--- config.mk ---
export PLATFORM = sky130hd
export DESIGN_NAME = wdt_supervisor_mc
export DESIGN_NICKNAME = d
export VERILOG_FILES = /design/src/rtl/wdt_supervisor_mc.sv
export SDC_FILE = /design/constraint.sdc
export NUM_CORES = 1
export LEC_CHECK = 0
export ABC_CLOCK_PERIOD_IN_PS = 4600
export CELL_PAD_IN_SITES_DETAIL_PLACEMENT = 0
export CELL_PAD_IN_SITES_GLOBAL_PLACEMENT = 2
export CORE_MARGIN = 4
export CORE_UTILIZATION = 39
export DETAILED_ROUTE_END_ITERATION = 6
export GPL_TIMING_DRIVEN = 0
export PLACE_DENSITY_LB_ADDON = 0.1
export SLEW_MARGIN = 20
export SYNTH_ARGS = -nofsm -noshare
export SYNTH_HDL_FRONTEND = slang
export SYNTH_SLANG_ARGS = --single-unit
--- constraint.sdc ---
create_clock -name i_clk -period 4.6 [get_ports i_clk]
set_input_delay 0.69 -clock i_clk [delete_from_list [all_inputs] [get_ports i_clk]]
set_output_delay 0.69 -clock i_clk [all_outputs]
set_load 0.02 [all_outputs]
--- src/rtl/wdt_supervisor_mc.sv ---
// Multi-channel watchdog supervisor: per-channel feed monitor with timed reset pulses and lock-out.
// Optional windowed mode (premature feeds count as faults) is enabled by defining WDT_WINDOW_EN.
module wdt_supervisor_mc #(
    parameter int NCH       = 32'd4,
    parameter int CNT_W     = 32'd16,
    parameter int TIMEOUT   = 32'd20000,
    parameter int GRACE_CYC = 32'd40000,
    parameter int RST_PULSE = 32'd2000,
    parameter int MAX_RETRY = 32'd3,
    parameter int WIN_MIN   = 32'd1000
) (
    input  logic           i_clk,
    input  logic           i_rst,
    input  logic [NCH-1:0] i_en,
    input  logic [NCH-1:0] i_wdi,
    input  logic [NCH-1:0] i_clr,
    output logic [NCH-1:0] o_rst_n,
    output logic [NCH-1:0] o_err,
    output logic [NCH-1:0] o_lock,
    output logic           o_any_err
);

    typedef enum logic [2:0] {
        ST_IDLE   = 3'd0,
        ST_GRACE  = 3'd1,
        ST_RUN    = 3'd2,
        ST_PULSE  = 3'd3,
        ST_LOCKED = 3'd4
    } state_t;

    localparam logic [CNT_W-1:0] TMO_LAST   = CNT_W'(TIMEOUT - 32'd1);
    localparam logic [CNT_W-1:0] GRACE_LAST = CNT_W'(GRACE_CYC - 32'd1);
    localparam logic [CNT_W-1:0] PULSE_LAST = CNT_W'(RST_PULSE - 32'd1);
    localparam logic [CNT_W-1:0] WIN_LAST   = CNT_W'(WIN_MIN - 32'd1);
    localparam logic [CNT_W-1:0] CNT_MAX    = {CNT_W{1'b1}};
    localparam logic [CNT_W-1:0] CNT_ZERO   = {CNT_W{1'b0}};
    localparam logic [3:0]       RETRY_LIM  = 4'(MAX_RETRY);

`ifdef WDT_WINDOW_EN
    localparam logic WIN_ENABLE = 1'b1;
`else
    localparam logic WIN_ENABLE = 1'b0;
`endif

    logic [NCH-1:0] sync1_r, sync2_r, sync3_r, feed_r;
    logic           any_err_r;

    // Feed synchronizer and edge detector; feed_r pulses once per wdi transition.
    always_ff @(posedge i_clk or posedge i_rst) begin
        if (i_rst) begin
            sync1_r   <= {NCH{1'b0}};
            sync2_r   <= {NCH{1'b0}};
            sync3_r   <= {NCH{1'b0}};
            feed_r    <= {NCH{1'b0}};
            any_err_r <= 1'b0;
        end else begin
            sync1_r   <= i_wdi;
            sync2_r   <= sync1_r;
            sync3_r   <= sync2_r;
            feed_r    <= sync2_r ^ sync3_r;
            any_err_r <= |o_err;
        end
    end

    assign o_any_err = any_err_r;

    for (genvar g = 0; g < NCH; g++) begin : g_ch
        state_t           state_r, state_nxt_s;
        logic [CNT_W-1:0] timer_r, timer_nxt_s, timer_inc_s;
        logic [3:0]       retry_r, retry_nxt_s, retry_base_s, retry_tmo_s;
        logic             err_r, err_nxt_s, lock_r, rst_n_r, tmo_s, premature_s;

        assign timer_inc_s  = (timer_r == CNT_MAX) ? timer_r : timer_r + CNT_W'(1'b1);
        assign retry_base_s = i_clr[g] ? 4'd0 : retry_r;
        assign retry_tmo_s  = (retry_base_s == 4'hF) ? 4'hF : retry_base_s + 4'd1;
        assign premature_s  = WIN_ENABLE & (timer_r < WIN_LAST);

        // Next-state logic; a clear on a timeout cycle still yields err=1, retry=1.
        always_comb begin
            state_nxt_s = state_r;
            timer_nxt_s = timer_inc_s;
            retry_nxt_s = retry_base_s;
            err_nxt_s   = err_r & ~i_clr[g];
            tmo_s       = 1'b0;
            case (state_r)
                ST_IDLE: begin
                    timer_nxt_s = CNT_ZERO;
                    if (i_en[g]) begin
                        state_nxt_s = ST_GRACE;
                    end else begin
                        state_nxt_s = ST_IDLE;
                    end
                end
                ST_GRACE: begin
                    if (!i_en[g]) begin
                        state_nxt_s = ST_IDLE;
                        timer_nxt_s = CNT_ZERO;
                    end else if (feed_r[g]) begin
                        state_nxt_s = ST_RUN;
                        timer_nxt_s = CNT_ZERO;
                    end else if (timer_r == GRACE_LAST) begin
                        tmo_s = 1'b1;
                    end else begin
                        state_nxt_s = ST_GRACE;
                    end
                end
                ST_RUN: begin
                    if (!i_en[g]) begin
                        state_nxt_s = ST_IDLE;
                        timer_nxt_s = CNT_ZERO;
                    end else if (feed_r[g] && premature_s) begin
                        tmo_s = 1'b1;
                    end else if (feed_r[g]) begin
                        timer_nxt_s = CNT_ZERO;
                        retry_nxt_s = 4'd0;
                    end else if (timer_r == TMO_LAST) begin
                        tmo_s = 1'b1;
                    end else begin
                        state_nxt_s = ST_RUN;
                    end
                end
                ST_PULSE: begin
                    if (!i_en[g]) begin
                        state_nxt_s = ST_IDLE;
                        timer_nxt_s = CNT_ZERO;
                    end else if (timer_r == PULSE_LAST) begin
                        state_nxt_s = ST_GRACE;
                        timer_nxt_s = CNT_ZERO;
                    end else begin
                        state_nxt_s = ST_PULSE;
                    end
                end
                ST_LOCKED: begin
                    timer_nxt_s = CNT_ZERO;
                    if (i_clr[g]) begin
                        state_nxt_s = ST_IDLE;
                    end else begin
                        state_nxt_s = ST_LOCKED;
                    end
                end
                default: begin
                    state_nxt_s = ST_IDLE;
                    timer_nxt_s = CNT_ZERO;
                end
            endcase
            if (tmo_s) begin
                err_nxt_s   = 1'b1;
                retry_nxt_s = retry_tmo_s;
                timer_nxt_s = CNT_ZERO;
                if (retry_tmo_s == RETRY_LIM) begin
                    state_nxt_s = ST_LOCKED;
                end else begin
                    state_nxt_s = ST_PULSE;
                end
            end else begin
                retry_nxt_s = retry_nxt_s;
            end
        end

        // Channel state and registered outputs, derived from the next state so they move with it.
        always_ff @(posedge i_clk or posedge i_rst) begin
            if (i_rst) begin
                state_r <= ST_IDLE;
                timer_r <= CNT_ZERO;
                retry_r <= 4'd0;
                err_r   <= 1'b0;
                lock_r  <= 1'b0;
                rst_n_r <= 1'b1;
            end else begin
                state_r <= state_nxt_s;
                timer_r <= timer_nxt_s;
                retry_r <= retry_nxt_s;
                err_r   <= err_nxt_s;
                lock_r  <= (state_nxt_s == ST_LOCKED);
                rst_n_r <= ~((state_nxt_s == ST_PULSE) || (state_nxt_s == ST_LOCKED));
            end
        end

        assign o_rst_n[g] = rst_n_r;
        assign o_err[g]   = err_r;
        assign o_lock[g]  = lock_r;
    end

endmodule
# Word-level counts from Yosys, hierarchy flattened
# Cells that the tools add are included.
# W data, S select, Z words.
# op_classes
n_eq_ne	48
n_reduce_logical	13
bitwise_logic	13
muxes	136
addsub	8
# ops
cell	n
$mux W16	24
$eq A16 B16 Y1 const B	8
$pmux W16 S2	4
$mux W3	36
$mux W4	24
$add A16 B1 Y16 const B	4
$eq A16 B11 Y1 const B	4
$eq A16 B15 Y1 const B	4
$pmux W3 S5	4
$eq A3 B2 Y1 const B	12
$mux W1	32
$eq A3 B3 Y1 const B	8
$add A4 B1 Y4 const B	4
$eq A4 B2 Y1 const B	4
$eq A4 B4 Y1 const B	4
$mux W2	8
$eq A3 B1 Y1 const B	4
$logic_not A3 Y1	4
$not A1 Y1	8
$pmux W1 S2	4
$reduce_or A2 Y1	4
$and A1 B1 Y1	4
$logic_or A1 B1 Y1	4
$reduce_or A4 Y1	1
$xor A4 B4 Y4	1
# word_totals
regBits	121
inputBits	14

# Logic depth before layout (Yosys ltp)
# Gate-level depths: netlist of the first run.
# logic_depth
depth_word	9
mapped_depth	9
ltp_nobuf	8

# Worst setup path before layout of the first run
# OpenSTA, ideal clock, no wires.
# synth_path
path_type	register to register
startpoint	reg g_ch[2].timer_r[5]
endpoint	reg g_ch[2].retry_r[2]
arrival_ns	2.102
synth_period_minus_slack_ns	2.197
n_path_buf	1
path_stages_with_launch	7
setup_slack_ns	2.403
setup_time_ns	0.096
path_cell_list	dfrtp_1 > buf_6 > or4_4 > or4_4 > a211oi_4 > a21oi_2 > a311oi_2
# synth_via
elab_chain_len	6
elab_cells_between_ends	10
# synth_rtl
element	line	rtl
from (decl)	69	logic [CNT_W-1:0] timer_r, timer_nxt_s, timer_inc_s;
from (signal assigned)	171	timer_r <= timer_nxt_s;
$eq A16 B15 Y1 or $eq A16 B16 Y1 (tied branches)	116, 101	
$mux W1 (on tied branches)	116, 101	
$mux W1 (on tied branches)	113, 98	
$mux W1 (on tied branches)	108, 95	
$pmux W1 S2 (*)	85	case (state_r)
$mux W4 (*)	146	if (tmo_s) begin
net g_ch[2].retry_nxt_s[2]	70	logic [3:0] retry_r, retry_nxt_s, retry_base_s, retry_tmo_s;
to (signal assigned)	172	retry_r <= retry_nxt_s;
to (decl)	70	
# Mark *: on every way through the listed nets, which the timed path passes. The rest lies on a longest branch.

# Final worst setup path of the first run
# layout_path
startpoint	reg g_ch[3].timer_r[0]
endpoint	reg g_ch[3].timer_r[12]
# layout_via
elab_chain_len	6
elab_cells_between_ends	19
# layout_rtl
element	line	rtl
from (decl)	69	
from (signal assigned)	171	
$add A16 B1 Y16 (tied with other cells)	73	assign timer_inc_s = (timer_r == CNT_MAX) ? timer_r : timer_r + CNT_W'(1'b1);
$mux W16 (tied with other cells)	73	
$mux W16 (tied with other cells)	126	end else if (timer_r == PULSE_LAST) begin
$mux W16 (tied with other cells)	123	if (!i_en[g]) begin
$pmux W16 S2 or $pmux W1 S2 (tied branches)	85	
$mux W16 (*)	146	
net g_ch[3].timer_nxt_s[12]	69	
# Marks and branches as above.

==> impl_metrics.ini, run 1 <==
[logic_synthesis]
yosys.area_share.adder_pct = 1.50
synth_xor_area_share_pct = 6.31
yosysTopAreaCell = dfrtp_1
async_reset_ff_share_pct = 100
synthMuxAreaShare_pct = 2.41
ys_seq_area_share_pct = 45.5
synth_ff_type = dfrtp_1
synth_compound_area_share_pct = 14.1
synth_top_family_by_area = simple AND/OR/NAND/NOR gates
synth_cells = 707
synth_common_cells = dfrtp_1 (117), nor2_1 (75), nand2_1 (44)
synthTopCellsByArea = dfrtp_1 (44%), xnor2_1 (4.7%), nor2_1 (4.2%), nand3_1 (3.2%), a21oi_1 (3.0%)
synth_cell_types = 69
synth_nets = 729
ys.warnings.count = 0
synth-simple-area-share_pct = 25.8
syn_area_sq_um = 6660
synth_area_per_cell_sq_um = 9.42
synth_seq_cells = 121
synth_top_area_share_pct = 44.0
synth_edf_count = 0
synth_most_common_cell = dfrtp_1

[die]
io_pins = 27
dieWidth_um = 139
num_rows = 47
die-area_sq_um = 19200
core_area_sq_um = 16600
initial_utilization_pct = 40.0
die_y_um = 139

[placement]
io_buffers = 26
place_congestion = 0.832
post-dp-hpwl_um = 10400
place_ws_ns = 1.68
dp_cells = 954

[sta]
slew_headroom_pct = 48.6
finClkSkew_ns = 0.00802
finalMaxSlewViolations = 0
post-route-period-util_pct = 63.0
fmax_ghz = 0.345
setup_violations = 0
fin_ws_ns = 1.70
hold_viol_final = 0
whs_ns = 0.348
period_minus_slack_ns = 2.90
rsz0062_at_grt = false
tightest_slew_ns = 0.766

[global_routing]
met2_usage_pct = 24.4
grt_use_met1_pct = 22.4
antenna_found_initial = 0
grt_first_pass_wirelength_um = 25500
grt_pass1_vias = 5181
grt.overflow.total = 0
grt_max_degree = 66
grt.total_usage_pct = 15.9
grt.met3_usage_pct = 4.03
grt_busiest_layer = met2

[detailed_routing]
drcViolationCount = 0
wl_per_cell_um = 15.0
num_vias = 5343
drt-initial-drc-count = 343
wirelength_um = 14800
dr.pass1.iters = 4
via_per_inst = 5.42
ant_nets = 0

[power_and_ir_drop]
max-vdd-ir-drop_mv = 0.263
p_leak_nw = 3.12
p_per_area_nw_per_um2 = 321
p_total_mw = 2.50

[setup_path]
path_cells = ha_1, nand4b_1, nor4_1, o21ai_0, a21oi_1, clkbuf_1, nor2_1
crit_slowest_cell = a21oi_1
crit_buf_inv = 1
cp_max_fo = 10
critical_path.max_stage_delay_ns = 0.60
worst_r2r_path_depth = 7
start_kind = register
path_class = reg -> reg
endpoint_kind = register
reg2reg_slack_ns = 1.70
required_ns = 4.87
worstPathArrival_ns = 3.17
cp-startpoint = g_ch[3].timer_r[0]
crit_cells = 7
crit_family = simple AND/OR/NAND/NOR gates
rr_startpoint = g_ch[3].timer_r[0]

[min_path]
min_from = sync1_r[0]
hp-class = reg -> reg
min_path_cells = 0

[run_status]
status = complete, no violations

[finish]
seq_area_sq_um = 3030
fill_cells = 1626
drive_gt1_share_pct = 9.66
multi_input_area_sq_um = 3340
final_cells = 986
diodes = 0
final_util_pct = 46.7
syn_to_final_growth_pct = 16.7
fin_nets = 775

[cts]
path_clk_slew_ns = 0.05
cts_hold_buffers = 0
clockBufferDepth = 2
cts_sinks = 121
cts_tree = built
cts_setup_buffers = 0
clk-insertion-delay-late_ns = 0.41
cts_buffers = 17
cts_resized = 0
htreeDepth = 4
cts_root_buf = clkbuf_16

[job]
drv_cap = 0
==> per-layer routing <==
metal	part of all wire [%]	vias to the layer above
met4	0.84	0
li1	-	2657
met1	51	2609
met3	2.5	8
met2	46	69
met5	0	-
==> registers in the layout, summed over array words and instances (netlist names) <==
register,cells
g_ch.lock_r,4
g_ch.retry_r,16
g_ch.err_r,4
sync2_r,4
g_ch.state_r,12
sync1_r,4
o_any_err,1
sync3_r,4
g_ch.timer_r,64
g_ch.rst_n_r,4
feed_r,4
==> worst paths after layout <==
| check | endpoint |
|---|---|
| setup reg to reg | g_ch[3].timer_r[12] |
| hold reg to reg | sync2_r[0] |
| max in group asynchronous | g_ch[3].rst_n_r |
| hold / removal | sync2_r[0] |
| setup / recovery | g_ch[3].timer_r[12] |
| min in group asynchronous | g_ch[1].err_r |
==> layout make-up <==
| class | instances | share of cell area [%] |
|---|---|---|
| Tap cell | 220 | 3.54 |
| Clock inverter | 2 | 0.129 |
| Clock buffer | 30 | 6.87 |
| Inverter | 19 | 0.982 |
| Sequential cell | 121 | 39.0 |
| Multi-Input combinational cell | 529 | 42.9 |
| Buffer | 38 | 2.82 |
| Timing Repair Buffer | 27 | 3.70 |
==> power by group <==
group          leakage, nW  internal [mW]  switching, mW
Combinational         1.23         0.0595         0.0945
Sequential            1.63           1.09         0.0290
Clock                0.269          0.773          0.447
Total                 3.12           1.93          0.570
==> cell families after synthesis <==
group	Yosys count
AND/OR/NAND/NOR	320
AO/OA/AOI/OAI	137
flip-flops	121
buffers and inverters	57
XOR/XNOR	48
multiplexers	16
adder cells (fa/ha/maj)	8
==> cells in the final DEF, fill, tap and decap left out, drive strengths merged, types with 4 or more instances in the layout <==
cell type | synthesis | routed
nand2 | 44 | 44
and4 | 9 | 9
nand4 | 13 | 13
nor3 | 33 | 33
nor2 | 75 | 75
a211oi | 15 | 15
nand3 | 42 | 42
dfrtp | 117 | 117
and3 | 20 | 20
clkbuf | 19 | 49
xnor2 | 36 | 36
ha | 8 | 8
dfstp | 4 | 4
a21o | 9 | 9
nor3b | 5 | 5
xor2 | 12 | 12
and2 | 6 | 6
mux2i | 16 | 16
or2 | 4 | 4
buf | 19 | 20
nor2b | 19 | 19
and2b | 4 | 4
nand4b | 6 | 6
clkdlybuf4s50 | 0 | 26
a31oi | 11 | 11
or3 | 7 | 7
nor4 | 12 | 12
a21oi | 44 | 44
or4 | 6 | 6
a311oi | 7 | 7
o21ai | 16 | 16
nor4b | 5 | 5
inv | 19 | 19
o211ai | 6 | 6
==> metrics by stage <==
stage | area [sq um] | setup TNS (ns)
finish | 7770 | 0
global route | 7770 | 0
CTS | 7770 | 0
detailed placement | 7230 | 0
global placement | 7190 | -140.71
floorplan | 6660 | 0
==> worst reg2reg max path, cell delays in order (launching register included) <==
cell,delay [ns]
dfrtp_1,0.40
ha_1,0.26
nand4b_1,0.15
nor4_1,0.58
o21ai_0,0.18
a21oi_1,0.60
clkbuf_1,0.47
nor2_1,0.10
Power figures use the tool's default switching activity.
==> run 2: changes to the inputs <==
- ABC_CLOCK_PERIOD_IN_PS: 4600 -> 2800
- clock period: 4.6 -> 2.8 ns (I/O delays scaled with it)
==> run 2 against run 1 <==
Against the previous run: final cell count is 0.30% higher; clock power is 110% higher; register-to-register slack worse by 1.4 ns; largest power group unchanged.
==> impl_metrics.ini, run 2 (synthesized netlist as in run 1, its figures left out) <==
[finish]
final_cells = 989
final_util_pct = 47.9
final_common_cell = dfrtp_1
diodes = 0
drive_gt1_share_pct = 11.1
seq_area_sq_um = 3030
syn_to_final_growth_pct = 19.8
fin_nets = 778
largestRegisters = g_ch.timer_r x64, g_ch.retry_r x16, g_ch.state_r x12
fin_area_sq_um = 7980
multi_input_area_sq_um = 3350
fill_cells = 1574
largest_reg_flops = 64
regMostFlops = g_ch.timer_r
final_cell_mix = dfrtp_1 (117), nor2_1 (75), nand2_1 (44)

[global_routing]
grt_max_degree = 32
grt_first_pass_wirelength_um = 26000
grt.total_usage_pct = 16.3
antenna_found_initial = 0
grt.overflow.total = 0
grt_use_met1_pct = 22.2
grt_busiest_layer = met2
grt.met3_usage_pct = 4.10
met2_usage_pct = 25.5
grt_pass1_vias = 5303

[detailed_routing]
drcViolationCount = 0
wl_per_cell_um = 15.2
drt-initial-drc-count = 341
num_vias = 5397
dr.pass1.iters = 5
wirelength_um = 15100
ant_nets = 0
via_per_inst = 5.46

[die]
die_y_um = 139
core_area_sq_um = 16600
initial_utilization_pct = 40.0
num_rows = 47
io_pins = 27
dieWidth_um = 139
die-area_sq_um = 19200

[setup_path]
cp_max_fo = 10
reg2reg_slack_ns = 0.28
critical_path.max_stage_delay_ns = 0.57
endpoint_kind = register
rr_startpoint = g_ch[0].timer_r[0]
worst_r2r_path_depth = 7
path_class = reg -> reg
path_cells = ha_1, nand3_1, nor4_1, a22oi_1, a21oi_1, buf_2, nor2_1
r2r-end = g_ch[0].timer_r[10]
crit_slowest_cell = a21oi_1
start_kind = register
worstPathArrival_ns = 2.82
required_ns = 3.09
crit_buf_inv = 1
crit_family = compound AO/OA/AOI/OAI gates

[placement]
io_buffers = 26
dp_cells = 957
post-dp-hpwl_um = 10700
place_congestion = 0.855
dpl_cell_area_sq_um = 7290

[min_path]
min_from = sync1_r[1]
min_path_cells = 0
holdPathEnd = sync2_r[1]
hp-class = reg -> reg

[power_and_ir_drop]
switchingPower_mw = 1.00
swShare_pct = 21.5
seq_power_share_pct = 39.5
p_per_area_nw_per_um2 = 584
p_leak_nw = 3.21
p_clk_share_pct = 54.8
p_int_mw = 3.66
combPwrFrac_pct = 5.7
max-vdd-ir-drop_mv = 0.434

[sta]
post-route-period-util_pct = 90.2
setup_violations = 0
period_minus_slack_ns = 2.52
rsz0062_at_grt = false
hold_viol_final = 0
fmax_ghz = 0.396
whs_ns = 0.348
finalMaxSlewViolations = 0
tightest_slew_ns = 0.802
slew_headroom_pct = 46.1
finClkSkew_ns = 0.00696

[cts]
clockBufferDepth = 2
clk-insertion-delay-late_ns = 0.42
cts_sinks = 121
cts_tree = built
cts_buffers = 17
cts_setup_buffers = 0
cts_root_buf = clkbuf_16
path_clk_slew_ns = 0.05
htreeDepth = 4

[run_status]
status = complete, no violations

[job]
drv_cap = 0
==> run 2: layer usage <==
layer	up-vias	share of wire (%)
met4	0	1.5
li1	2661	-
met3	19	3.0
met1	2648	49
met5	-	0
met2	69	47
==> run 2: final cells by class <==
type | count | area share (%)
Buffer | 38 | 2.76
Clock buffer | 19 | 5.43
Tap cell | 220 | 3.45
Sequential cell | 121 | 38.0
Timing Repair Buffer | 30 | 4.36
Inverter | 19 | 0.941
Clock inverter | 13 | 3.12
Multi-Input combinational cell | 529 | 41.9
==> run 2: power groups by stage <==
stage	sequential, mW	clock, mW	combinational [mW]
detailed placement	1.87	0	0.268
global placement	1.87	0	0.249
global route	1.85	2.70	0.300
finish	1.84	2.55	0.264
CTS	1.84	2.63	0.271
floorplan	1.86	0	0.173
==> run 2: metrics by stage <==
stage | setup TNS (ns) | setup slack [ns] | power [mW]
3_3_place_gp | -38.87 | -0.332 | 2.12
4_1_cts | 0 | 0.0799 | 4.74
2_1_floorplan | 0 | 0.603 | 2.03
6_report | 0 | 0.275 | 4.66
3_5_place_dp | -0.448 | -0.0688 | 2.14
5_1_grt | 0 | 0.0157 | 4.84
==> run 2: worst max-delay path by stage <==
stage	from	to	cells after the start
after floorplan	g_ch[2].timer_r[5]	g_ch[2].retry_r[2]	6
after global placement	i_rst	g_ch[2].timer_r[3]	2
after detailed placement	g_ch[3].timer_r[0]	g_ch[3].timer_r[6]	7
after CTS	g_ch[3].timer_r[0]	g_ch[3].timer_r[4]	7
after global routing	g_ch[0].timer_r[0]	g_ch[0].timer_r[10]	7
final	g_ch[0].timer_r[0]	g_ch[0].timer_r[10]	7
==> run 2: timing repair <==
action / CTS / global route
setup endpoints to repair: 10 / 10
cloned: 0 / 0
hold buffers: 0 / 0
hold endpoints to repair: 0 / 0
resized for setup: 1 / 3
==> run 2: worst reg2reg max path, cell delays in order (launching register included) <==
cell and delay, ns:
dfrtp_1 0.41, ha_1 0.19, nand3_1 0.20, nor4_1 0.37
a22oi_1 0.25, a21oi_1 0.57, buf_2 0.34, nor2_1 0.08
